[src/rtl/vga_draw_pkg.sv]
// Shared drawing definitions for the VGA path: state encoding, screen defaults, palette.
package vga_draw_pkg;

    typedef enum logic [1:0] {
        StIdle = 2'd0,
        StRun  = 2'd1,
        StDone = 2'd2
    } draw_state_e;

    localparam int unsigned SCREEN_W_DEFAULT    = 320;
    localparam int unsigned SCREEN_H_DEFAULT    = 240;
    localparam int unsigned COLOUR_BITS_DEFAULT = 3;

    localparam logic [2:0] BLACK = 3'b000;
    localparam logic [2:0] RED   = 3'b100;
    localparam logic [2:0] BLUE  = 3'b001;

endpackage

[src/rtl/rect_fill_engine_if.sv]
// Request/pixel bundle between a drawing client (master) and rect_fill_engine (slave).
interface rect_fill_engine_if #(
    parameter int unsigned X_BITS      = 10,
    parameter int unsigned Y_BITS      = 9,
    parameter int unsigned DIM_BITS    = 9,
    parameter int unsigned COLOUR_BITS = 3
);
    logic                   start;
    logic [X_BITS-1:0]      x0;
    logic [Y_BITS-1:0]      y0;
    logic [DIM_BITS-1:0]    w;
    logic [DIM_BITS-1:0]    h;
    logic [COLOUR_BITS-1:0] colour_in;
    logic                   outline;
    logic                   hold;

    logic                   busy;
    logic                   done;
    logic                   plot;
    logic [X_BITS-1:0]      x;
    logic [Y_BITS-1:0]      y;
    logic [COLOUR_BITS-1:0] colour;

    modport master (
        output start, x0, y0, w, h, colour_in, outline, hold,
        input  busy, done, plot, x, y, colour
    );

    modport slave (
        input  start, x0, y0, w, h, colour_in, outline, hold,
        output busy, done, plot, x, y, colour
    );

endinterface

[src/rtl/rect_scan_counter.sv]
// Row-major cx/cy scan over a w x h rectangle; parks on the last pixel once reached.
module rect_scan_counter #(
    parameter int unsigned DIM_BITS = 9
) (
    input  logic                clock,
    input  logic                reset,
    input  logic                clear,
    input  logic                advance,
    input  logic [DIM_BITS-1:0] w,
    input  logic [DIM_BITS-1:0] h,
    output logic [DIM_BITS-1:0] cx,
    output logic [DIM_BITS-1:0] cy,
    output logic                last
);

    localparam logic [DIM_BITS-1:0] One = DIM_BITS'(1);

    logic [DIM_BITS-1:0] cx_q, cx_d;
    logic [DIM_BITS-1:0] cy_q, cy_d;
    logic                col_last;
    logic                row_last;

    always_comb begin
        col_last = (cx_q == w - One);
        row_last = (cy_q == h - One);
        cx_d     = cx_q;
        cy_d     = cy_q;
        if (clear) begin
            cx_d = '0;
            cy_d = '0;
        end else if (advance && !(col_last && row_last)) begin
            // Holding on the final pixel keeps x/y stable after completion.
            if (col_last) begin
                cx_d = '0;
                cy_d = cy_q + One;
            end else begin
                cx_d = cx_q + One;
            end
        end
    end

    always_ff @(posedge clock or posedge reset) begin
        if (reset) begin
            cx_q <= '0;
            cy_q <= '0;
        end else begin
            cx_q <= cx_d;
            cy_q <= cy_d;
        end
    end

    assign cx   = cx_q;
    assign cy   = cy_q;
    assign last = col_last && row_last;

endmodule

[src/rtl/rect_fill_engine.sv]
// Rectangle rasteriser: one pixel per cycle in raster order, with clipping and outline mode.
module rect_fill_engine
    import vga_draw_pkg::*;
#(
    parameter int unsigned X_BITS      = 10,
    parameter int unsigned Y_BITS      = 9,
    parameter int unsigned DIM_BITS    = 9,
    parameter int unsigned COLOUR_BITS = COLOUR_BITS_DEFAULT,
    parameter int unsigned SCREEN_W    = SCREEN_W_DEFAULT,
    parameter int unsigned SCREEN_H    = SCREEN_H_DEFAULT
) (
    input logic               clock,
    input logic               reset,
    rect_fill_engine_if.slave bus
);

    localparam logic [X_BITS:0]   ScreenWLim = (X_BITS + 1)'(SCREEN_W);
    localparam logic [Y_BITS:0]   ScreenHLim = (Y_BITS + 1)'(SCREEN_H);
    localparam logic [DIM_BITS-1:0] DimOne   = DIM_BITS'(1);

    draw_state_e state_q, state_d;

    logic [X_BITS-1:0]      x0_q;
    logic [Y_BITS-1:0]      y0_q;
    logic [DIM_BITS-1:0]    w_q;
    logic [DIM_BITS-1:0]    h_q;
    logic [COLOUR_BITS-1:0] colour_q;
    logic                   outline_q;

    logic                   accept;
    logic                   advance;
    logic                   last;
    logic [DIM_BITS-1:0]    cx;
    logic [DIM_BITS-1:0]    cy;
    logic [X_BITS:0]        x_sum;
    logic [Y_BITS:0]        y_sum;
    logic                   on_screen;
    logic                   border;

    assign accept  = (state_q == StIdle) && bus.start;
    assign advance = (state_q == StRun) && !bus.hold;

    rect_scan_counter #(
        .DIM_BITS (DIM_BITS)
    ) u_scan (
        .clock   (clock),
        .reset   (reset),
        .clear   (accept),
        .advance (advance),
        .w       (w_q),
        .h       (h_q),
        .cx      (cx),
        .cy      (cy),
        .last    (last)
    );

    always_comb begin
        state_d = state_q;
        unique case (state_q)
            StIdle: begin
                if (bus.start) begin
                    state_d = (bus.w != '0 && bus.h != '0) ? StRun : StDone;
                end
            end
            StRun: begin
                if (advance && last) begin
                    state_d = StDone;
                end
            end
            StDone:  state_d = StIdle;
            default: state_d = StIdle;
        endcase
    end

    always_ff @(posedge clock or posedge reset) begin
        if (reset) begin
            state_q <= StIdle;
        end else begin
            state_q <= state_d;
        end
    end

    always_ff @(posedge clock or posedge reset) begin
        if (reset) begin
            x0_q      <= '0;
            y0_q      <= '0;
            w_q       <= '0;
            h_q       <= '0;
            colour_q  <= '0;
            outline_q <= 1'b0;
        end else if (accept) begin
            x0_q      <= bus.x0;
            y0_q      <= bus.y0;
            w_q       <= bus.w;
            h_q       <= bus.h;
            colour_q  <= bus.colour_in;
            outline_q <= bus.outline;
        end
    end

    // One extra bit so a rectangle running past the coordinate range clips instead of wrapping.
    always_comb begin
        x_sum     = {1'b0, x0_q} + (X_BITS + 1)'(cx);
        y_sum     = {1'b0, y0_q} + (Y_BITS + 1)'(cy);
        on_screen = (x_sum < ScreenWLim) && (y_sum < ScreenHLim);
        border    = (cx == '0) || (cx == w_q - DimOne) || (cy == '0) || (cy == h_q - DimOne);
    end

    always_comb begin
        bus.busy   = (state_q != StIdle);
        bus.done   = (state_q == StDone);
        bus.plot   = (state_q == StRun) && !bus.hold && on_screen && (!outline_q || border);
        bus.x      = x_sum[X_BITS-1:0];
        bus.y      = y_sum[Y_BITS-1:0];
        bus.colour = colour_q;
    end

endmodule
[src/flat_wrapper.sv]
// flat-port wrapper written by rule: the top's interface ports become plain ports
module rect_fill_engine_flat import vga_draw_pkg::*;
#(
    parameter int unsigned X_BITS      = 10,
    parameter int unsigned Y_BITS      = 9,
    parameter int unsigned DIM_BITS    = 9,
    parameter int unsigned COLOUR_BITS = COLOUR_BITS_DEFAULT,
    parameter int unsigned SCREEN_W    = SCREEN_W_DEFAULT,
    parameter int unsigned SCREEN_H    = SCREEN_H_DEFAULT
)
  (clock, reset, bus_start, bus_x0, bus_y0, bus_w, bus_h, bus_colour_in, bus_outline, bus_hold, bus_busy, bus_done, bus_plot, bus_x, bus_y, bus_colour);
  rect_fill_engine_if #(.X_BITS(X_BITS), .Y_BITS(Y_BITS), .DIM_BITS(DIM_BITS), .COLOUR_BITS(COLOUR_BITS)) bus_i ();
  input logic clock;
  input logic reset;
  input wire logic [$bits(bus_i.start)-1:0] bus_start;
  input wire logic [$bits(bus_i.x0)-1:0] bus_x0;
  input wire logic [$bits(bus_i.y0)-1:0] bus_y0;
  input wire logic [$bits(bus_i.w)-1:0] bus_w;
  input wire logic [$bits(bus_i.h)-1:0] bus_h;
  input wire logic [$bits(bus_i.colour_in)-1:0] bus_colour_in;
  input wire logic [$bits(bus_i.outline)-1:0] bus_outline;
  input wire logic [$bits(bus_i.hold)-1:0] bus_hold;
  output wire logic [$bits(bus_i.busy)-1:0] bus_busy;
  output wire logic [$bits(bus_i.done)-1:0] bus_done;
  output wire logic [$bits(bus_i.plot)-1:0] bus_plot;
  output wire logic [$bits(bus_i.x)-1:0] bus_x;
  output wire logic [$bits(bus_i.y)-1:0] bus_y;
  output wire logic [$bits(bus_i.colour)-1:0] bus_colour;
  assign bus_i.start = bus_start;
  assign bus_i.x0 = bus_x0;
  assign bus_i.y0 = bus_y0;
  assign bus_i.w = bus_w;
  assign bus_i.h = bus_h;
  assign bus_i.colour_in = bus_colour_in;
  assign bus_i.outline = bus_outline;
  assign bus_i.hold = bus_hold;
  assign bus_busy = bus_i.busy;
  assign bus_done = bus_i.done;
  assign bus_plot = bus_i.plot;
  assign bus_x = bus_i.x;
  assign bus_y = bus_i.y;
  assign bus_colour = bus_i.colour;
  rect_fill_engine #(.X_BITS(X_BITS), .Y_BITS(Y_BITS), .DIM_BITS(DIM_BITS), .COLOUR_BITS(COLOUR_BITS), .SCREEN_W(SCREEN_W), .SCREEN_H(SCREEN_H)) u_core (.clock(clock), .reset(reset), .bus(bus_i));
endmodule
[config.mk]
export PLATFORM = sky130hd
export DESIGN_NAME = rect_fill_engine_flat
export DESIGN_NICKNAME = d
export VERILOG_FILES = /design/src/rtl/vga_draw_pkg.sv /design/src/rtl/rect_fill_engine_if.sv /design/src/rtl/rect_scan_counter.sv /design/src/rtl/rect_fill_engine.sv /design/src/flat_wrapper.sv
export SDC_FILE = /design/constraint.sdc
export NUM_CORES = 1
export LEC_CHECK = 0
export CAP_MARGIN = 0
export CORE_MARGIN = 3
export CORE_UTILIZATION = 30
export CTS_BUF_LIST = sky130_fd_sc_hd__clkbuf_8 sky130_fd_sc_hd__clkbuf_16
export DETAILED_ROUTE_END_ITERATION = 12
export PLACE_DENSITY_LB_ADDON = 0.08
export SYNTH_ARGS = -nofsm -noshare
export SYNTH_HDL_FRONTEND = slang
export SYNTH_SLANG_ARGS = --single-unit
export TNS_END_PERCENT = 5
[constraint.sdc]
create_clock -name clock -period 3.79 [get_ports clock]
set_input_delay 0.379 -clock clock [delete_from_list [all_inputs] [get_ports clock]]
set_output_delay 0.379 -clock clock [all_outputs]
set_load 0.1 [all_outputs]
Word level (Yosys, flattened, before mapping)
Cells that the tools add are included.
- flip-flop bits (word level): 61
- output and inout port bits: 25
- logic and storage cells: 59
- add/subtract/negate cells: 6
- $lt $le $gt $ge: 2
- eq/ne operators: 6
- muxes and demuxes: 10
- reductions and logical operators: 26
- operators with widths (kind ; count):
    two-way mux 9 bit ; 6
    adder 9 x 1 -> 9 bit (second input constant) ; 2
    == test 9 bit ; 2
    zero test 9 bit ; 2
    nonzero test 9 bit ; 2
    subtractor 9 x 1 -> 9 bit (second input constant) ; 2
    adder 10 x 9 -> 11 bit ; 1
    < comparator 11 x 9 -> 1 bit (second input constant) ; 1
    adder 9 x 9 -> 10 bit ; 1
    < comparator 10 x 8 -> 1 bit (second input constant) ; 1
    logical AND 1 bit ; 9
    two-way mux 2 bit ; 3
    nonzero test 2 bit ; 3
    logical OR 1 bit ; 4
    != test 2 bit (second input constant) ; 2
    case mux 2 bit (2 select lines) ; 1
    AND reduction 2 bit ; 2
    zero test 1 bit ; 3
    == test 2 x 1 -> 1 bit (second input constant) ; 1
    == test 2 bit (second input constant) ; 1
    zero test 2 bit ; 1

Depth between registers and ports, before layout
- word-level depth: 7
- gate-level depth with buffers: 11
- depth with buffers taken out: 10

Modules after synthesis
A second synthesis with hierarchy kept.
- cells, all modules: 524
- area, all modules: 4744.6 sq um
- by module, submodules not included (module ; times used ; cells an instance ; area each (sq um) ; sequential area each (sq um)):
    rect_fill_engine ; 1 ; 333 ; 3153.0 ; 1076.0
    rect_scan_counter ; 1 ; 191 ; 1591.5 ; 450.4

Worst setup path before layout
OpenSTA, ideal clock, no wires.
- path type: reg2out
- start point: register u_core.u_scan.cx_q[0], in the netlist u_core.u_scan.cx[0]
- end point: output bus_plot
- data arrival time: 5908 ps
- data required time: 3411 ps
- path slack: -2497 ps
- cell stages (with the launch flop): 11
- path buffers: 0
- cell sequence: dfrtp_1 -> ha_1 -> fa_1 -> a211oi_1 -> nor2_1 -> o311ai_0 -> nand2b_1 -> a21oi_1 -> xnor2_1 -> o21a_1 -> nor4_1
- elaborated cells between the ends (all ways): 11
- classes of those cells: 1 x add/sub; 1 x order compare; 1 x eq/ne; 8 x reduce/logical
- RTL lines (item ; line ; text):
    start, declared ; rect_scan_counter.sv:18 ; logic [DIM_BITS-1:0] cx_q, cx_d;
    start signal, assigned ; rect_scan_counter.sv:44 ; cx_q <= '0;
    start signal, assigned ; rect_scan_counter.sv:47 ; cx_q <= cx_d;
    adder 10 x 9 -> 11 bit ; rect_fill_engine.sv:103 ; x_sum = {1'b0, x0_q} + (X_BITS + 1)'(cx);
    named net bus_x[8] ; flat_wrapper.sv:26 ; output wire logic [$bits(bus_i.x)-1:0] bus_x;
    < comparator 11 x 9 -> 1 bit ; rect_fill_engine.sv:105 ; on_screen = (x_sum < ScreenWLim) && (y_sum < ScreenHLim);
    logical AND 1 bit ; rect_fill_engine.sv:105 ;
    logical AND 1 bit (2 in series) ; rect_fill_engine.sv:112 ; bus.plot = (state_q == StRun) && !bus.hold && on_screen && (!outline_q || border);
    end, declared ; flat_wrapper.sv:25 ; output wire logic [$bits(bus_i.plot)-1:0] bus_plot;
The timed path passes the listed nets, and every way through them passes these cells.

Worst setup path in the final report
- start point: register u_core.u_scan.cx_q[1], in the netlist u_core.u_scan.cx[1]
- end point: output bus_plot
- cells in the longest elaborated chain, start to end: 6
- elaborated cells between the ends (all ways): 11
- classes of those cells: 1 x add/sub; 1 x order compare; 1 x eq/ne; 8 x reduce/logical
- ends and longest elaborated chain (item ; line):
    parallel branches: the longest is 5 deep, another holds adder 10 x 9 -> 11 bit ; --
    logical AND 1 bit (*) ; rect_fill_engine.sv:112
Mark *: on every way between the ends.

==> results.py <==
metrics = {
    "clock_network": {
        "clock-sinks": 61,
        "hold_buffers": 0,
        "clk_latency_ps": 340,
        "htree_num_levels": 3,
        "clk_pin_slew_ps": 50,
        "cts.path.max_buffers": 2,
        "root_buffer": "clkbuf_16",
        "tritoncts": "built",
        "cts_buffers": 9,
    },
    "logic_synthesis": {
        "synth_top_cell_by_area": "dfrtp_1",
        "synth_warnings": 0,
        "syn_inst": 502,
        "synth.yosys.seq_area_share": 0.365,
        "synth_top_area_frac": 0.365,
        "async_flop_share": 1.00,
        "synth_common_cells": "nand2_1 (134), dfrtp_1 (61), nor2_1 (33)",
        "avgSynthCellArea_um2": 8.32,
        "synth-seq-cells": 61,
        "synth_nets": 573,
        "synth_flop_cell": "dfrtp_1",
        "yosysMostFrequentCell": "nand2_1",
        "synthesis.area_um2": 4180,
        "synth_edf_count": 0,
        "yosys-top-cells-area": "dfrtp_1 (37%), nand2_1 (12%), ha_1 (7.2%), xnor2_1 (4.2%), nor2_1 (3.0%)",
        "yosysUniqueCellTypes": 66,
    },
    "die": {
        "fp.dieH_um": 124,
        "design.die.area_um2": 15400,
        "fp-row-count": 42,
        "io_pins": 70,
        "die_w_um": 124,
        "initial_core_util": 0.311,
        "core_area_um2": 13500,
    },
    "cells_and_area": {
        "fin_cells": 750,
        "drive_gt1_frac": 0.129,
        "diodes": 0,
        "fill_cells": 1381,
        "nets": 642,
        "area_growth_pct": 32.4,
    },
    "worst_setup_path": {
        "critPathKind": "flop to output pin",
        "crit_required_ps": 3410,
        "arrival_ps": 3250,
        "path_max_fanout": 8,
        "rr_startpoint": "u_core.w_q[2]",
        "cp-startpoint": "u_core.u_scan.cx[1]",
        "start_kind": "flop",
        "cp-end-kind": "output pin",
    },
    "global_route": {
        "grt_max_degree": 42,
        "grt_usage": 0.158,
        "grt_pass1_vias": 3808,
        "grt-ovfl-total": 0,
        "antenna_found_initial": 0,
        "grt_pass1_wl_mm": 18.9,
    },
    "drt": {
        "routed_wl_mm": 11.3,
        "via_count": 3788,
        "drtIter0Drc": 176,
        "avgRoutedWirePerCell_um": 15.1,
        "viasPerCell": 5.05,
        "drc": 0,
        "detail-route-antenna-nets": 0,
        "drtPass1Iterations": 4,
    },
    "sta": {
        "slew_viol_final": 0,
        "max_slew_margin": 0.351,
        "min_period_ps": 3630,
        "rsz0062_at_grt": "false",
        "period_share": 0.959,
        "setup_viol": 0,
        "worst_pin_slew_ps": 970,
        "max_freq_mhz": 275,
        "worst_slack_ps": 156,
        "fin_worst_hold_slack_ps": 474,
        "final_hold_viol_count": 0,
        "fin_skew_ps": 7.33,
    },
    "place": {
        "dpl.hpwl_mm": 8.20,
        "place_inst": 735,
        "io_buffers": 69,
        "pre_cts_ws_ps": 277,
        "gp_congestion": 0.873,
    },
    "run": {
        "drv_cap": 0,
    },
    "worst_hold_path": {
        "hold_path_startpoint": "u_core.bus.colour[1]",
        "min_path_type": "flop to flop",
    },
    "status": {
        "status": "complete, no violations",
    },
}
-- metal layers --
| metal | global-route usage | up-vias | routed length (µm) |
|---|---|---|---|
| li1 | - | 1901 | - |
| met1 | 0.193 | 1816 | 5090 |
| met2 | 0.272 | 61 | 5680 |
| met3 | 0.0441 | 10 | 431 |
| met4 | 0.0445 | 0 | 142 |
| met5 | 0 | - | 0 |
-- critical path, stage by stage (launching register included) --
cell,delay [ps]
dfrtp_1,500
ha_1,360
a211oi_1,270
nor2_1,130
o41ai_2,350
o21bai_1,160
a21o_1,210
a21oi_2,240
xnor2_4,130
nor4_4,350
buf_12,220
-- cell families (layout without fill, tap and decap cells) --
kind of cell               count (synthesis)  count (layout)  synth area share
adders and majority gates                 26              26            0.0815
buffers and inverters                     36             108            0.0326
AOI/OAI and AO/OA                         91              91             0.158
DFF                                       61              61             0.365
and+or+nand+nor                          254             254             0.290
xor gates and xnor gates                  30              30            0.0629
muxes                                      4               4           0.00988
-- cells in the final DEF, fill, tap and decap left out, types with 4 or more instances in the layout --
master,synthesis,routed
nor2_1,33,33
clkdlybuf4s50_1,0,51
nand3_1,8,8
xor2_1,10,10
or3_1,7,7
ha_1,24,23
a21oi_1,15,13
dfrtp_1,61,60
buf_4,0,24
nand4_1,10,10
clkbuf_16,0,9
a211oi_1,5,4
nor3_1,11,11
xnor2_4,0,4
nor2b_1,5,5
nor4_1,9,8
nand2b_1,7,7
o21ai_0,22,22
a21o_1,6,6
nand2_1,134,134
o21a_1,4,4
xnor2_1,20,15
o31a_1,4,4
or4_1,4,4
inv_1,17,18
-- final cells by class --
cell class	count	area, µm²	share of cell area
Clock buffer	10	239	0.0432
Clock inverter	4	42.5	0.00769
Inverter	17	63.8	0.0115
Multi-Input combinational cell	405	2710	0.489
Sequential cell	61	1530	0.276
Tap cell	176	220	0.0398
Timing Repair Buffer	77	731	0.132
-- per-stage QoR --
step / setup TNS [ps] / util / area (µm²)
6_report: 0 / 0.411 / 5530
5_1_grt: 0 / 0.411 / 5530
4_1_cts: 0 / 0.408 / 5490
3_5_place_dp: 0 / 0.387 / 5200
3_3_place_gp: 0 / 0.387 / 5200
2_1_floorplan: -10.9 / - / 4330
-- registers in the layout, indices dropped and copies added, names as in the netlist --
| register | cells |
|---|---|
| u_core.x0_q | 10 |
| u_core.h_q | 9 |
| u_core.u_scan.cx | 9 |
| u_core.u_scan.cy | 9 |
| u_core.w_q | 9 |
| u_core.y0_q | 9 |
| u_core.bus.colour | 3 |
| u_core.state_q | 2 |
| u_core.outline_q | 1 |
-- final timing paths --
| path | to | slack (ps) | cells past startpoint |
|---|---|---|---|
| max | bus_plot | 160 | 10 |
| min | u_core.bus.colour[1] | 470 | 2 |
| max reg2reg | u_core.u_scan.cy[7] | 780 | 8 |
| min reg2reg | u_core.bus.colour[1] | 470 | 2 |
| max in group asynchronous | u_core.w_q[0] | 2360 | 3 |
| min in group asynchronous | u_core.bus.colour[2] | 560 | 2 |
-- repair_timing --
item	CTS	global route
resized for setup	1	6
pin swaps	1	4
endpoints found under the setup margin	1	1
setup buffers	0	1
hold endpoints to repair	0	0
Power is not shown: default switching activity piles up to over one toggle a cycle in this logic, so the estimate is an artifact.
==> patch: new RTL, same settings <==
`X_BITS` is set to 10 in 3 places; all go to 5.
--- a/src/rtl/rect_fill_engine_if.sv
+++ b/src/rtl/rect_fill_engine_if.sv
@@ -1,6 +1,6 @@
 // Request/pixel bundle between a drawing client (master) and rect_fill_engine (slave).
 interface rect_fill_engine_if #(
-    parameter int unsigned X_BITS      = 10,
+    parameter int unsigned X_BITS      = 5,
     parameter int unsigned Y_BITS      = 9,
     parameter int unsigned DIM_BITS    = 9,
     parameter int unsigned COLOUR_BITS = 3
--- a/src/rtl/rect_fill_engine.sv
+++ b/src/rtl/rect_fill_engine.sv
@@ -2,7 +2,7 @@
 module rect_fill_engine
     import vga_draw_pkg::*;
 #(
-    parameter int unsigned X_BITS      = 10,
+    parameter int unsigned X_BITS      = 5,
     parameter int unsigned Y_BITS      = 9,
     parameter int unsigned DIM_BITS    = 9,
     parameter int unsigned COLOUR_BITS = COLOUR_BITS_DEFAULT,
--- a/src/flat_wrapper.sv
+++ b/src/flat_wrapper.sv
@@ -1,7 +1,7 @@
 // flat-port wrapper written by rule: the top's interface ports become plain ports
 module rect_fill_engine_flat import vga_draw_pkg::*;
 #(
-    parameter int unsigned X_BITS      = 10,
+    parameter int unsigned X_BITS      = 5,
     parameter int unsigned Y_BITS      = 9,
     parameter int unsigned DIM_BITS    = 9,
     parameter int unsigned COLOUR_BITS = COLOUR_BITS_DEFAULT,
Ports: changed (resized bus_x and bus_x0); port bits go from 70 to 60. No check against the original RTL was run, so the function may have changed too.
==> patch against the unedited design <==
Design area decreased by 21%; synthesized area decreased by 15%; sequential cell count decreased by 6; worst setup slack improved by 0.46 ns; die area decreased by 15%; first-iteration DRC count decreased by 22%; hold slack got worse by 0.0080 ns; wire length decreased by 20%; critical path type is now reg2reg; critical endpoint is now u_core.u_scan.cy[6]$_DFFE_PP0P_; highest routed layer unchanged.
==> patch: results (changes against the unedited design) <==
Routability Congestion=0.744 (-15%); fill cell count=1,206 (-13%); Worst Path Max Fanout=12 (+4); Total GRT Usage=14.4% (-1.4 points); synth cell count leaders=nand2_1 (108), dfrtp_1 (55), xnor2_1 (21); pre-CTS setup slack=0.598 ns (+0.321 ns); Clk Latency, worst-skew pair=0.30 ns (-0.04 ns); DRT iter0 DRCs=137 (-22%); port bufs=57 (-17%); pin count of the biggest net entering global routing=36 (-14%); Clock transition at path regs=0.08 ns (+0.03 ns); H-tree Lvls=2 (-1); slew of the pin with the lowest slew margin=0.979 ns (+0.00912 ns); Netlist cell types=57 (-14%); CTS resizes=0 (-1); Routed WL=9060 um (-20%); first-pass GRT wire length=15,200 um (-20%); met1 Usage GRT=19.6% (+0.29 points); total CTS buffers=5 (-4); top post-synthesis cells by area=dfrtp_1 (39%), nand2_1 (11%), ha_1 (5.7%); status=finished, final reports clean; vias in the first global route=3,088 (-19%); routing usage on met2=24.0% (-3.3 points); Worst Path Arrival=3.39 ns (+0.14 ns); via count=3,010 (-21%); DP Wirelength=6650 um (-19%); fraction of layout cells with a size suffix above 1=7.86% (-5.0 points); Post-Syn Nets=476 (-17%); nets=528 (-18%); Post-CTS Setup Bufs=0 (unchanged); post-synthesis sequential area ratio=39.0% (+2.4 points); GR Util met3=2.64% (-1.8 points)
==> patch: cell types whose count changed after synthesis, sizes merged, moves of 5 or more <==
cell and delta:
a31oi +5, o21ai -10, nor4 -5, nor2 -16, nand4 -8, o2bb2ai +6
ha -8, dfrtp -6, nand2 -27
==> patch: metal layers <==
| layer | wire length, um | share of wire [%] | vias up |
|---|---|---|---|
| li1 | - | - | 1540 |
| met1 | 4330 | 48 | 1417 |
| met2 | 4270 | 47 | 48 |
| met3 | 401 | 4.4 | 5 |
| met4 | 62 | 0.68 | 0 |
| met5 | 0 | 0 | - |
==> patch: path summary, 6_finish.rpt <==
kind                                                    start                         endpoint  depth (start not counted)  slack [ns]
worst min register to register  u_core.state_q[1]$_DFFE_PP0P_    u_core.state_q[1]$_DFFE_PP0P_                          1        0.47
worst max-delay path                u_core.w_q[0]$_DFFE_PP0P_  u_core.u_scan.cy[6]$_DFFE_PP0P_                         10        0.61
min in group asynchronous                               reset       u_core.y0_q[4]$_DFFE_PP0P_                          2        0.50
max in group asynchronous                               reset  u_core.u_scan.cx[5]$_DFFE_PP0P_                          3        2.45
worst max register to register      u_core.w_q[0]$_DFFE_PP0P_  u_core.u_scan.cy[6]$_DFFE_PP0P_                         10        0.61
worst min-delay path            u_core.state_q[1]$_DFFE_PP0P_    u_core.state_q[1]$_DFFE_PP0P_                          1        0.47
==> patch: cell type report <==
class | instances | area share [%]
clock buffer | 5 | 2.87
clock inverter | 3 | 0.373
inverter | 20 | 1.72
multi-input combinational | 325 | 45.9
sequential | 55 | 31.6
tap | 143 | 4.10
timing repair buffer | 63 | 13.4
==> patch: where the power goes <==
| part | switching, uW | internal [uW] |
|---|---|---|
| Sequential | 90.8 | 632 |
| Clock | 219 | 242 |
| Combinational | 478 | 231 |
==> patch: kinds of logic (layout without fill, tap and decap cells) <==
family,count (synthesis),after routing,share of synthesized area [%]
AO/OA/AOI/OAI,75,75,14.9
other,1,1,0.106
multiplexers,2,2,0.567
buffers and inverters,38,91,4.39
adder cells (fa/ha/maj),18,18,6.80
flip-flops,55,55,39.0
XOR/XNOR,34,34,8.43
AND/OR/NAND/NOR,195,195,25.8
==> patch: critical path: stages (launching register included) <==
cell and delay [ns]:
dfrtp_1 0.42, inv_1 0.09, ha_1 0.24, or3b_2 0.46, a211oi_1 0.22, o211ai_1 0.22, a2111oi_4 0.43, o311ai_1 0.17
buf_4 0.21, or4_1 0.50, a21oi_1 0.15
==> patch: per-stage QoR <==
step	hold slack (ns)	instance area, sq um	cells	util, %	total power, uW
floorplan	0.427	3530	418	-	1280
global placement	0.453	4220	606	36.8	1440
detailed placement	0.460	4220	606	36.8	1450
CTS	0.472	4360	614	38.0	1920
global route	0.497	4360	614	38.0	2000
finish	0.466	4360	614	38.0	1890
